===== config.mk =====
export PLATFORM = sky130hd
export DESIGN_NAME = calc_btn_ctrl
export DESIGN_NICKNAME = d
export VERILOG_FILES = /design/src/rtl/calc_btn_ctrl.sv
export SDC_FILE = /design/constraint.sdc
export NUM_CORES = 1
export LEC_CHECK = 0
export CELL_PAD_IN_SITES_DETAIL_PLACEMENT = 0
export CELL_PAD_IN_SITES_GLOBAL_PLACEMENT = 1
export CORE_ASPECT_RATIO = 1.4
export CORE_MARGIN = 2
export CORE_UTILIZATION = 53
export DETAILED_ROUTE_END_ITERATION = 10
export PLACE_DENSITY_LB_ADDON = 0.1
export SLEW_MARGIN = 40
export SYNTH_ARGS = -nofsm -noshare
export SYNTH_HDL_FRONTEND = slang
export SYNTH_SLANG_ARGS = --single-unit

===== constraint.sdc =====
create_clock -name clk -period 7.05 [get_ports clk]
set_input_delay 1.41 -clock clk [delete_from_list [all_inputs] [get_ports clk]]
set_output_delay 1.41 -clock clk [all_outputs]
set_load 0.1 [all_outputs]

===== src/rtl/calc_btn_ctrl.sv =====
// calc_btn_ctrl: button front end for the calculator datapath.
// Synchronises and debounces the five board buttons, encodes the l/c/r chord
// into an ALU op code, and hands the op to the accumulator through a
// valid/ready holding register. btnu issues a clear; btnd executes, with
// optional auto-repeat while it is held.

`default_nettype none

module calc_btn_ctrl #(
    parameter int SYNC_STAGES   = 2,       // synchroniser depth, >= 2
    parameter int DB_CYCLES     = 500000,  // disagreement cycles before flip, >= 1
    parameter int REPEAT_CYCLES = 0        // auto-repeat period, 0 disables
) (
    input  logic       clk,
    input  logic       rst,
    input  logic       btnc,
    input  logic       btnl,
    input  logic       btnr,
    input  logic       btnu,
    input  logic       btnd,
    input  logic       op_ready,
    output logic [3:0] encout,
    output logic       op_valid,
    output logic       clr_pulse,
    output logic       overrun,
    output logic [4:0] btn_db
);

    localparam int NBTN  = 5;
    localparam int CNT_W = $clog2(DB_CYCLES + 1);
    localparam int RPT_W = (REPEAT_CYCLES > 0) ? $clog2(REPEAT_CYCLES + 1) : 1;

    localparam logic [CNT_W-1:0] CNT_LAST = CNT_W'(DB_CYCLES - 1);
    localparam logic [RPT_W-1:0] RPT_LAST = RPT_W'(REPEAT_CYCLES);

    // Button bit positions inside btn_db: {d,u,r,l,c}
    localparam int B_C = 0;
    localparam int B_L = 1;
    localparam int B_R = 2;
    localparam int B_U = 3;
    localparam int B_D = 4;

    // Output holding register: empty, or holding an op not yet accepted
    typedef enum logic {
        S_EMPTY = 1'b0,
        S_FULL  = 1'b1
    } state_t;

    logic [NBTN-1:0]        w_raw;
    logic [NBTN-1:0]        w_sync;
    logic [NBTN-1:0]        w_rise;
    logic [SYNC_STAGES-1:0] r_sync [NBTN];
    logic [CNT_W-1:0]       r_cnt  [NBTN];
    logic [NBTN-1:0]        r_db;
    logic [NBTN-1:0]        r_db_d;
    logic [RPT_W-1:0]       r_rpt_cnt;
    logic                   w_tick;
    logic                   w_exec;
    logic                   w_clear;
    logic [3:0]             w_enc;

    state_t                 r_state;
    state_t                 w_state_nxt;
    logic [3:0]             r_encout;
    logic [3:0]             w_encout_nxt;
    logic                   r_overrun;
    logic                   w_overrun_nxt;
    logic                   r_clr_pulse;
    logic                   w_clr_pulse_nxt;

    // Chord {l,c,r} to ALU operation code
    function automatic logic [3:0] encode_op(input logic [2:0] lcr);
        logic [3:0] op;
        case (lcr)
            3'b000:  op = 4'b0000;
            3'b001:  op = 4'b0001;
            3'b010:  op = 4'b0010;
            3'b011:  op = 4'b0110;
            3'b100:  op = 4'b0100;
            3'b101:  op = 4'b1001;
            3'b110:  op = 4'b1010;
            3'b111:  op = 4'b0101;
            default: op = 4'b0000;
        endcase
        return op;
    endfunction

    assign w_raw = {btnd, btnu, btnr, btnl, btnc};

    // Shift each raw button through its synchroniser chain
    always_ff @(posedge clk) begin
        // NOTE: registers use non-blocking assignments so every flop samples
        // the pre-edge value of its neighbours, exactly like the hardware.
        if (rst) begin
            // NOTE: these arrays are plain flops rather than a RAM, so they
            // take the reset like any other register and the post-reset
            // state is fully defined.
            for (int i = 0; i < NBTN; i++) begin
                r_sync[i] <= '0;
            end
        end else begin
            for (int i = 0; i < NBTN; i++) begin
                r_sync[i] <= {r_sync[i][SYNC_STAGES-2:0], w_raw[i]};
            end
        end
    end

    // Pick the last synchroniser stage of every button
    always_comb begin
        // NOTE: every combinational output gets a default first, so no path
        // through the block can leave it unassigned and infer a latch.
        w_sync = '0;
        for (int i = 0; i < NBTN; i++) begin
            w_sync[i] = r_sync[i][SYNC_STAGES-1];
        end
    end

    // Debounce: flip only after DB_CYCLES consecutive cycles of disagreement
    always_ff @(posedge clk) begin
        if (rst) begin
            r_db <= '0;
            for (int i = 0; i < NBTN; i++) begin
                r_cnt[i] <= '0;
            end
        end else begin
            for (int i = 0; i < NBTN; i++) begin
                if (w_sync[i] != r_db[i]) begin
                    if (r_cnt[i] == CNT_LAST) begin
                        r_db[i]  <= w_sync[i];
                        r_cnt[i] <= '0;
                    end else begin
                        r_cnt[i] <= r_cnt[i] + 1'b1;
                    end
                end else begin
                    r_cnt[i] <= '0;
                end
            end
        end
    end

    // Delayed debounced levels for rise detection
    always_ff @(posedge clk) begin
        if (rst) begin
            r_db_d <= '0;
        end else begin
            r_db_d <= r_db;
        end
    end

    assign w_rise = r_db & ~r_db_d;

    // Repeat counter: counts from the btnd rise, wraps to 1 on each tick
    // so ticks land at REPEAT_CYCLES * k after the rise
    always_ff @(posedge clk) begin
        if (rst) begin
            r_rpt_cnt <= '0;
        end else if (REPEAT_CYCLES == 0 || !r_db[B_D]) begin
            r_rpt_cnt <= '0;
        end else if (w_tick) begin
            r_rpt_cnt <= RPT_W'(1);
        end else begin
            r_rpt_cnt <= r_rpt_cnt + 1'b1;
        end
    end

    assign w_tick  = (REPEAT_CYCLES > 0) && r_db[B_D] && (r_rpt_cnt == RPT_LAST);
    assign w_exec  = w_rise[B_D] | w_tick;
    assign w_clear = w_rise[B_U];
    assign w_enc   = encode_op({r_db[B_L], r_db[B_C], r_db[B_R]});

    // Holding register state and its payload
    always_ff @(posedge clk) begin
        if (rst) begin
            r_state     <= S_EMPTY;
            r_encout    <= '0;
            r_overrun   <= 1'b0;
            r_clr_pulse <= 1'b0;
        end else begin
            r_state     <= w_state_nxt;
            r_encout    <= w_encout_nxt;
            r_overrun   <= w_overrun_nxt;
            r_clr_pulse <= w_clr_pulse_nxt;
        end
    end

    // Next state: clear beats execute; a full register only reloads when the
    // consumer accepts in the same cycle, otherwise the event is an overrun
    always_comb begin
        w_state_nxt     = r_state;
        w_encout_nxt    = r_encout;
        w_overrun_nxt   = r_overrun;
        w_clr_pulse_nxt = w_clear;

        if (w_clear) begin
            w_state_nxt   = S_EMPTY;
            w_overrun_nxt = 1'b0;
        end else begin
            case (r_state)
                S_EMPTY: begin
                    if (w_exec) begin
                        w_encout_nxt = w_enc;
                        w_state_nxt  = S_FULL;
                    end
                end
                S_FULL: begin
                    if (w_exec) begin
                        if (op_ready) begin
                            w_encout_nxt = w_enc;
                        end else begin
                            w_overrun_nxt = 1'b1;
                        end
                    end else if (op_ready) begin
                        w_state_nxt = S_EMPTY;
                    end
                end
                default: w_state_nxt = S_EMPTY;
            endcase
        end
    end

    assign encout    = r_encout;
    assign op_valid  = (r_state == S_FULL);
    assign clr_pulse = r_clr_pulse;
    assign overrun   = r_overrun;
    assign btn_db    = r_db;

endmodule

`default_nettype wire


# Word-level counts from Yosys, hierarchy flattened
# Memories as Yosys holds them, arrays and structs flattened.
# Cells that the tools add are included.
# Widths: inputs -> output; s select.
dict set report classes {
  n_addsub 5
  n_mul 0
  div_mod_pow 0
  magnitude_cmp 0
  eq_ne 13
  n_shift 0
  mux 86
  bitwise_logic 25
  n_reduce_logical 8
}
# op count
set op_table {}
lappend op_table {{$mux 19} 15}
lappend op_table {{$add 19x1->19 const B} 5}
lappend op_table {{$eq 19x19->1 const B} 5}
lappend op_table {{$mux 1} 61}
lappend op_table {{$or 1x1->1} 20}
lappend op_table {{$mux 4} 3}
lappend op_table {{$mux 2} 5}
lappend op_table {{$reduce_and 2->1} 5}
lappend op_table {{$pmux 4 s2} 1}
lappend op_table {{$ne 2x2->1 const B} 3}
lappend op_table {{$and 5x5->5} 1}
lappend op_table {{$ne 1x1->1} 5}
lappend op_table {{$not 5->5} 1}
lappend op_table {{$reduce_and 4->1} 1}
lappend op_table {{$not 1->1} 3}
lappend op_table {{$reduce_and 3->1} 1}
lappend op_table {{$pmux 1 s2} 1}
lappend op_table {{$reduce_or 2->1} 1}
dict set report totals {
  reg_bits 17
  latch_bits 0
  ram_bits 105
  mem_bits_ro 32
  input_bits 8
  elab_cells 150
  n_memories 3
}
# name depth width read_ports rd_ports_with_merged_regs write_ports line_no
set memory_table {}
lappend memory_table {r_cnt 5 19 5 0 5 53} ;# logic [CNT_W-1:0] r_cnt [NBTN];
lappend memory_table {{(name not given)} 8 4 1 0 0 74} ;# case (lcr)
lappend memory_table {r_sync 5 2 5 0 5 52} ;# logic [SYNC_STAGES-1:0] r_sync [NBTN];

# Depth between registers and ports, before layout
# Gate-level depths: netlist of the first run.
# An unclocked memory read counts as a cell.
dict set report depth {
  depth_word 9
  depth_mapped 7
}

# Least setup slack after synthesis of the first run
# No wires, ideal clock.
dict set report synth_path {
  kind {input -> register}
  from {in rst}
  to {mem r_cnt[2][10] (netlist bit), data pin}
  setup_time_ns 0.266
  arrival_ns 2.358
  t_required_ns 6.784
  setup_slack_ns 4.426
  path_stages 5
  n_path_buf 2
  path_cell_list {clkbuf_1 nor2_1 o21ai_1 clkbuf_1 nor2_1}
}
# element line_no
set synth_rtl {}
lappend synth_rtl {{start, declared} 15} ;# input logic rst,
lappend synth_rtl {{end, declared} 53}

# Worst setup path after layout of the first run
dict set report layout_path {
  from {reg r_db[1], in the netlist btn_db[1]}
  to {out btn_db[1]}
}
# element line_no
set layout_rtl {}
lappend layout_rtl {{start, declared} 54} ;# logic [NBTN-1:0] r_db;
lappend layout_rtl {{start signal, assigned by index} 129} ;# r_db[i] <= w_sync[i];
lappend layout_rtl {{end, declared} 26} ;# output logic [4:0] btn_db
# No word-level cell between the ends.

==> summary.md, run 1 <==
| Metric | Value |
|---|---|
| Status | complete, no violations |
| H-tree Lvls | 4 |
| Hold/Removal Path Class | reg -> reg |
| CTS Root Buffer Type | clkbuf_16 |
| Post-CTS Resized | 0 |
| FP Rows | 46 |
| Clock Latency Late Sink | about 0.41 ns |
| CP cell instances | buf_2 |
| Setup CP Type | reg -> out |
| Core Area | ~11000 um^2 |
| Setup_tns | 0 ns |
| Wire length on met3 | a little over 300 um |
| Diode count | 0 |
| Clock-pin slew on the worst setup and hold paths | roughly 0.06 ns |
| Worst reg-to-reg path cell count | 4 |
| Largest family of logic cells by synthesized area | simple AND/OR/NAND/NOR gates |
| Final Slew Violations | 0 |
| Crit path DAT | 1.41 ns |
| Area share of fa/ha/maj cells after synthesis | ~1.6% |
| Initial Utilization | a little over half |
| CP startpoint | btn_db[1] |
| Die width | around 95 um |
| DRC viols | 0 |
| Slowest stage delay, CP | 0.51 ns |
| Worst setup EP type | output port |
| Total grt overflow | 0 |
| Synth Area per Inst | around 10 um^2 |
| Slew headroom | roughly half |
| Worst R2R End | r_cnt[1][17] |
| Wire length on met1 | a little under 5 mm |
| Leakage power | roughly 2.5 nW |
| Synthesized cell area | a little over 6000 um^2 |
| Simple-Gate Fraction of Synth Area | between 20% and 30% |
| Clock Path Buffers | 2 |
| Least-Margin Pin Slew | about 0.73 ns |
| R2R Setup Slk | roughly 4.5 ns |
| Most frequent cells in the layout | 95 x edfxtp_1, 95 x conb_1, 78 x nor2_1 |
| Cell count after placement | a little over 800 |
| EDFF count, synth | 95 |
| Vias in the first global route | 4310 |
| Antenna violations before repair | 0 |
| Xor and xnor fraction of the mapped netlist area | 9.018% |
| HPWL Detailed | between 7 and 8 mm |
| Post-synthesis compound-gate area fraction | 7.362% |
| CP Buf/Inv Count | 1 |
| DRT Pass-1 Iters | 4 |
| Die area | 12430 um^2 |
| Asr flop ratio synth | 0% |
| Peak supply drop | 175.0 uV |
| Largest net degree at the start of global routing | 31 |
| Unrepaired setup endpoints after global routing | no |
| Fmax | 0.3550 GHz |
| Final Non-Filler Cells | approximately 850 |
| Top Ports | 20 |
| Drt via density | roughly 5.2 |
| Gpl congestion | 0.8019 |
| Part of the cycle the worst path needs | about two fifths |
| Area added between synthesis and finish | 19.14% |
| CP Max Fanout | 7 |
| Starting DRT DRC Count | ~190 |
| Worst setup SP type | register |
| CP Depth | 1 |
| Synth Register Bits | about 120 |
| First-pass GRT wire length | between 15 and 20 mm |
| Family with the most delay on the worst path | flip-flops |
| Mux cell area share after synthesis | 0.4908% |
| Routed len/inst | between 10 and 15 um |
| Top cells by area, synth | edfxtp_1 47%, dfxtp_1 7.9%, nor2_1 4.8% |
| Minimum clock period | ~2.8 ns |
| Total track usage | around a fifth |
| Required time of the critical path | ~5.6 ns |
| Die Y | around 130 um |
| Synthesized netlist cell count | just under 600 |
| Routed WL | around 11 mm |
| Buffer count from post-CTS setup fixing | 0 |
| Synth cell types | 45 |
| Pwr/cell area | 234.0 nW/um^2 |
| Met2 Wirelength | 5.728 mm |
| Yosys top cell by area | edfxtp_1 |
| Post-synth top area share | between 40% and 50% |
| TritonCTS clock tree | done |
| TritonCTS buffer count | 17 |
| Synth warnings | 0 |
| Clock sinks | ~120 |
| Sequential share of the synthesized area | approximately 54% |
| DR vias | around 4500 |
| Count of nets after finishing | approximately 710 |
| Main flop type after synthesis | edfxtp_1 |
| FF-to-FF Start | r_cnt[1][5] |
| Number of max-cap violations | 0 |
| Crit-path slowest cell | dfxtp_1 |
| Remaining antenna violation count | 0 |
| Share of cells above drive strength 1 | a little under 8% |
| Final Hold Viols | 0 |
| Setup crit end | btn_db[1] |
| Setup violations, final | 0 |
| Worst Skew | ~0.0084 ns |
| Top Metal Used | met4 |
| Hold_buf cts | 0 |
| Count of input and output buffers | 19 |
-- through the flow --
step           worst slack (ns)  power [mW]  hold WS [ns]  instance area [um^2]  util (%)
2_1_floorplan             4.426      0.8632        0.3924                  6471         -
6_report                  4.233       1.706        0.4169                  7289     64.62
5_1_grt                   4.114       1.761        0.4448                  7289     64.62
4_1_cts                   4.213       1.721        0.4194                  7289     64.62
3_3_place_gp              3.732      0.8787        0.4101                  6756     59.89
3_5_place_dp              3.808      0.8810        0.4070                  6709     59.47
-- how the worst min path moves through the flow --
stage	start	end	slack [ns]	cells after the start
final	r_db_d[3]	clr_pulse	0.42	1
after global routing	r_db_d[3]	clr_pulse	0.44	1
after CTS	r_db_d[3]	clr_pulse	0.42	1
after detailed placement	r_db_d[3]	clr_pulse	0.41	1
after global placement	r_db_d[3]	clr_pulse	0.41	1
after floorplan	r_db_d[3]	clr_pulse	0.39	1
-- synthesized netlist by cell type, drive strengths merged, types with 6 or more instances --
cell type and count:
ha 8, a21oi 32, clkbuf 16, or4 16
nand3 39, o21ai 22, nor4b 6, nor3 14
or3 19, edfxtp 95, nor2 78, nor2b 14
nand4 24, inv 17, nand2 27, xnor2 30
and4 11, xor2 33, o31ai 11, nor4 7
dfxtp 24
-- layout make-up --
class | count | area (um^2)
Fill cell | 949 | 3991
Timing Repair Buffer | 20 | 137.6
Sequential cell | 119 | 3333
Multi-Input combinational cell | 521 | 2994
Inverter | 17 | 63.81
Tap cell | 144 | 180.2
Clock inverter | 11 | 87.58
Clock buffer | 21 | 493.0
-- logic make-up after synthesis --
kind of cell               Yosys count
muxes                                3
and+or+nand+nor                    277
AOI/OAI and AO/OA                   75
adders and majority gates            8
xor gates and xnor gates            63
DFF                                119
other                                1
buffers and inverters               38
-- registers in the layout, summed over array words and instances (netlist names) --
| name | count |
|---|---|
| op_valid | 1 |
| r_sync | 10 |
| r_cnt | 95 |
| encout | 4 |
| r_db_d | 2 |
| clr_pulse | 1 |
| overrun | 1 |
| btn_db | 5 |
-- metal layers --
metal	global-route usage [%]	vias to the layer above
li1	-	2286
met1	23.54	2107
met2	32.35	64
met3	4.759	19
met4	7.568	0
met5	0	-
-- report_power, final --
part           internal (mW)  switching, mW  leakage, nW
registers              0.785         0.0283         1.18
logic                 0.0234         0.0327         1.07
clock network          0.534          0.303        0.299
total                   1.34          0.364         2.54
Note: power is estimated with default switching activity, not from simulation.
==> run 2: changes to the inputs <==
CORE_UTILIZATION = 44   (was 53)
clock period = 2.5 ns   (was 7.05 ns; I/O delays follow)
==> run 2 against run 1 <==
Effect of this change:
- clock-buffer cell count increased by 7
- clock skew about the same
- sequential share of layout area decreased by 0.75 points
- largest cell class unchanged
==> summary.md, run 2 (synthesis gave the netlist of run 1 again) <==
| Metric | Value |
|---|---|
| Diode count | 0 (unchanged) |
| Slowest stage delay, CP | 0.69 ns (+0.18 ns) |
| CP dominant cell by count | or4_1 |
| Peak supply drop | 410.9 uV (+130%) |
| Number of max-cap violations | 0 (unchanged) |
| Most frequent cells in the layout | 95 x edfxtp_1, 95 x conb_1, 78 x nor2_1 |
| Part of the cycle the worst path needs | between 90 and 100% |
| Setup_tns | 0 ns (unchanged) |
| Starting DRT DRC Count | 101 (-47%) |
| Hold/Removal Path Class | reg -> reg |
| Slew headroom | 66.84% (+16 points) |
| Filler Cell Count | 1314 (+38%) |
| CP Depth | 5 (+4) |
| Antenna violations before repair | 0 (unchanged) |
| Drt via density | 4.914 (-6.4%) |
| Leakage power | 2.562 nW (+0.72%) |
| CP cell instances | ha_1 > nand4_1 > or4_1 > or4_1 > a21oi_1 |
| DR vias | 4447 (-0.65%) |
| Final setup margin | 0.2187 ns (-4.014 ns) |
| Routed len/inst | 12.36 um (-5.7%) |
| Post-CTS Resized | 0 (unchanged) |
| Clock Latency Late Sink | 0.41 ns (about the same) |
| Count of nets after finishing | 723 (+1.5%) |
| Die width | 103.7 um (+9.3%) |
| FF/Latch Area | 3333 um^2 (unchanged) |
| Buffer count from post-CTS setup fixing | 0 (unchanged) |
| Die area | 14880 um^2 (+20%) |
| Count of input and output buffers | 19 (unchanged) |
| DRT Pass-1 Iters | 5 (+1) |
| Worst Skew | 0.008583 ns (+0.0002174 ns) |
| Pwr Total | 4.656 mW (+170%) |
| Clock-pin slew on the worst setup and hold paths | 0.05 ns (about the same) |
| Hold Path Stages | 1 (unchanged) |
| Unrepaired setup endpoints after global routing | no |
| Worst slack, placed | 0.2161 ns (-3.592 ns) |
| Total track usage | 16.15% (-3.1 points) |
| R2R Setup Slk | 0.22 ns (-4.31 ns) |
| CP Max Fanout | 8 (+1) |
| HPWL Detailed | 8.060 mm (+2.8%) |
| Least-Margin Pin Slew | 0.4929 ns (-0.2383 ns) |
| Family with the most delay on the worst path | simple AND/OR/NAND/NOR gates |
| FP Rows | 51 (+11%) |
| TritonCTS buffer count | 17 (unchanged) |
| Gpl congestion | 0.8003 (-0.20%) |
| CTS Root Buffer Type | clkbuf_16 |
| Pwr/cell area | 628.3 nW/um^2 (+170%) |
| CP Buf/Inv Count | 0 (-1) |
| Placed Instance Area | 6873 um^2 (+2.4%) |
| Final Hold Viols | 0 (unchanged) |
| Share of cells above drive strength 1 | 8.056% (+0.16 points) |
| Largest net degree at the start of global routing | 20 (-35%) |
| H-tree Lvls | 4 (unchanged) |
| Number of flip-flops in the largest register | 95 (unchanged) |
| Required time of the critical path | 2.77 ns (-2.87 ns) |
| Initial Utilization | 44.39% (-9.8 points) |
| Setup CP Type | reg -> reg |
| Register bank with the most flops | r_cnt |
| Minimum clock period | ~2.3 ns |
| Crit path DAT | 2.55 ns (+1.14 ns) |
| Worst reg-to-reg path cell count | 5 (+1) |
| Area taken by multi-input logic gates | 2982 um^2 (-0.42%) |
| Cell area after layout | 7411 um^2 (+1.7%) |
| Clock sinks | 119 (unchanged) |
| Status | complete, no violations |
| First-pass GRT wire length | 19.15 mm (-0.47%) |
| Final Slew Violations | 0 (unchanged) |
| Worst setup SP type | register |
| Hold_buf cts | 0 (unchanged) |
| Worst setup EP type | register |
| Routed WL | 11.19 mm (about the same) |
| DRC viols | 0 (unchanged) |
| Hold slack | 0.4252 ns (+0.008331 ns) |
| TritonCTS clock tree | done |
| Top Ports | 20 (unchanged) |
| Core Area | 13780 um^2 (+22%) |
| Setup violations, final | 0 (unchanged) |
| Fmax | between 0.4 and 0.5 GHz |
| Total grt overflow | 0 (unchanged) |
| Clock Path Buffers | 2 (unchanged) |
| Vias in the first global route | 4257 (-1.2%) |
| Remaining antenna violation count | 0 (unchanged) |
| Area added between synthesis and finish | 21.12% |
| Die Y | 143.5 um (+9.5%) |
| Crit-path slowest cell | or4_1 |
run 2: final timing paths:
path,start,end
hold reg to reg,r_db_d[3],clr_pulse
setup / recovery,r_cnt[1][0],r_cnt[1][18]
setup reg to reg,r_cnt[1][0],r_cnt[1][18]
hold / removal,r_db_d[3],clr_pulse
run 2: power breakdown:
part	internal, mW	switching [mW]	total [mW]
logic	0.0727	0.0924	0.165
registers	2.22	0.0785	2.29
clock network	1.40	0.801	2.20
run 2: through the flow:
step                cells  utilization [%]
floorplan             678                -
global placement      873            49.86
detailed placement    873            49.86
CTS                   905            53.77
global route          905            53.77
finish                905            53.77
run 2: area by class of cell:
class / count / area share (%)
Inverter: 17 / 0.8610
Timing Repair Buffer: 31 / 3.545
Tap cell: 185 / 3.123
Multi-Input combinational cell: 521 / 40.23
Clock inverter: 4 / 0.2701
Clock buffer: 28 / 6.990
Sequential cell: 119 / 44.98
run 2: routing by layer:
| metal | vias up | wire length [um] | GRT usage [%] |
|---|---|---|---|
| met5 | - | 0 | 0 |
| met4 | 0 | 166 | 7.183 |
| met3 | 11 | 323 | 4.172 |
| met2 | 55 | 5664 | 28.06 |
| met1 | 2072 | 5034 | 18.94 |
| li1 | 2309 | - | - |
run 2: worst register-to-register path: stages (launching register included):
cell and delay [ns]:
edfxtp_1 0.41, ha_1 0.22, nand4_1 0.22, or4_1 0.69
or4_1 0.44, a21oi_1 0.16
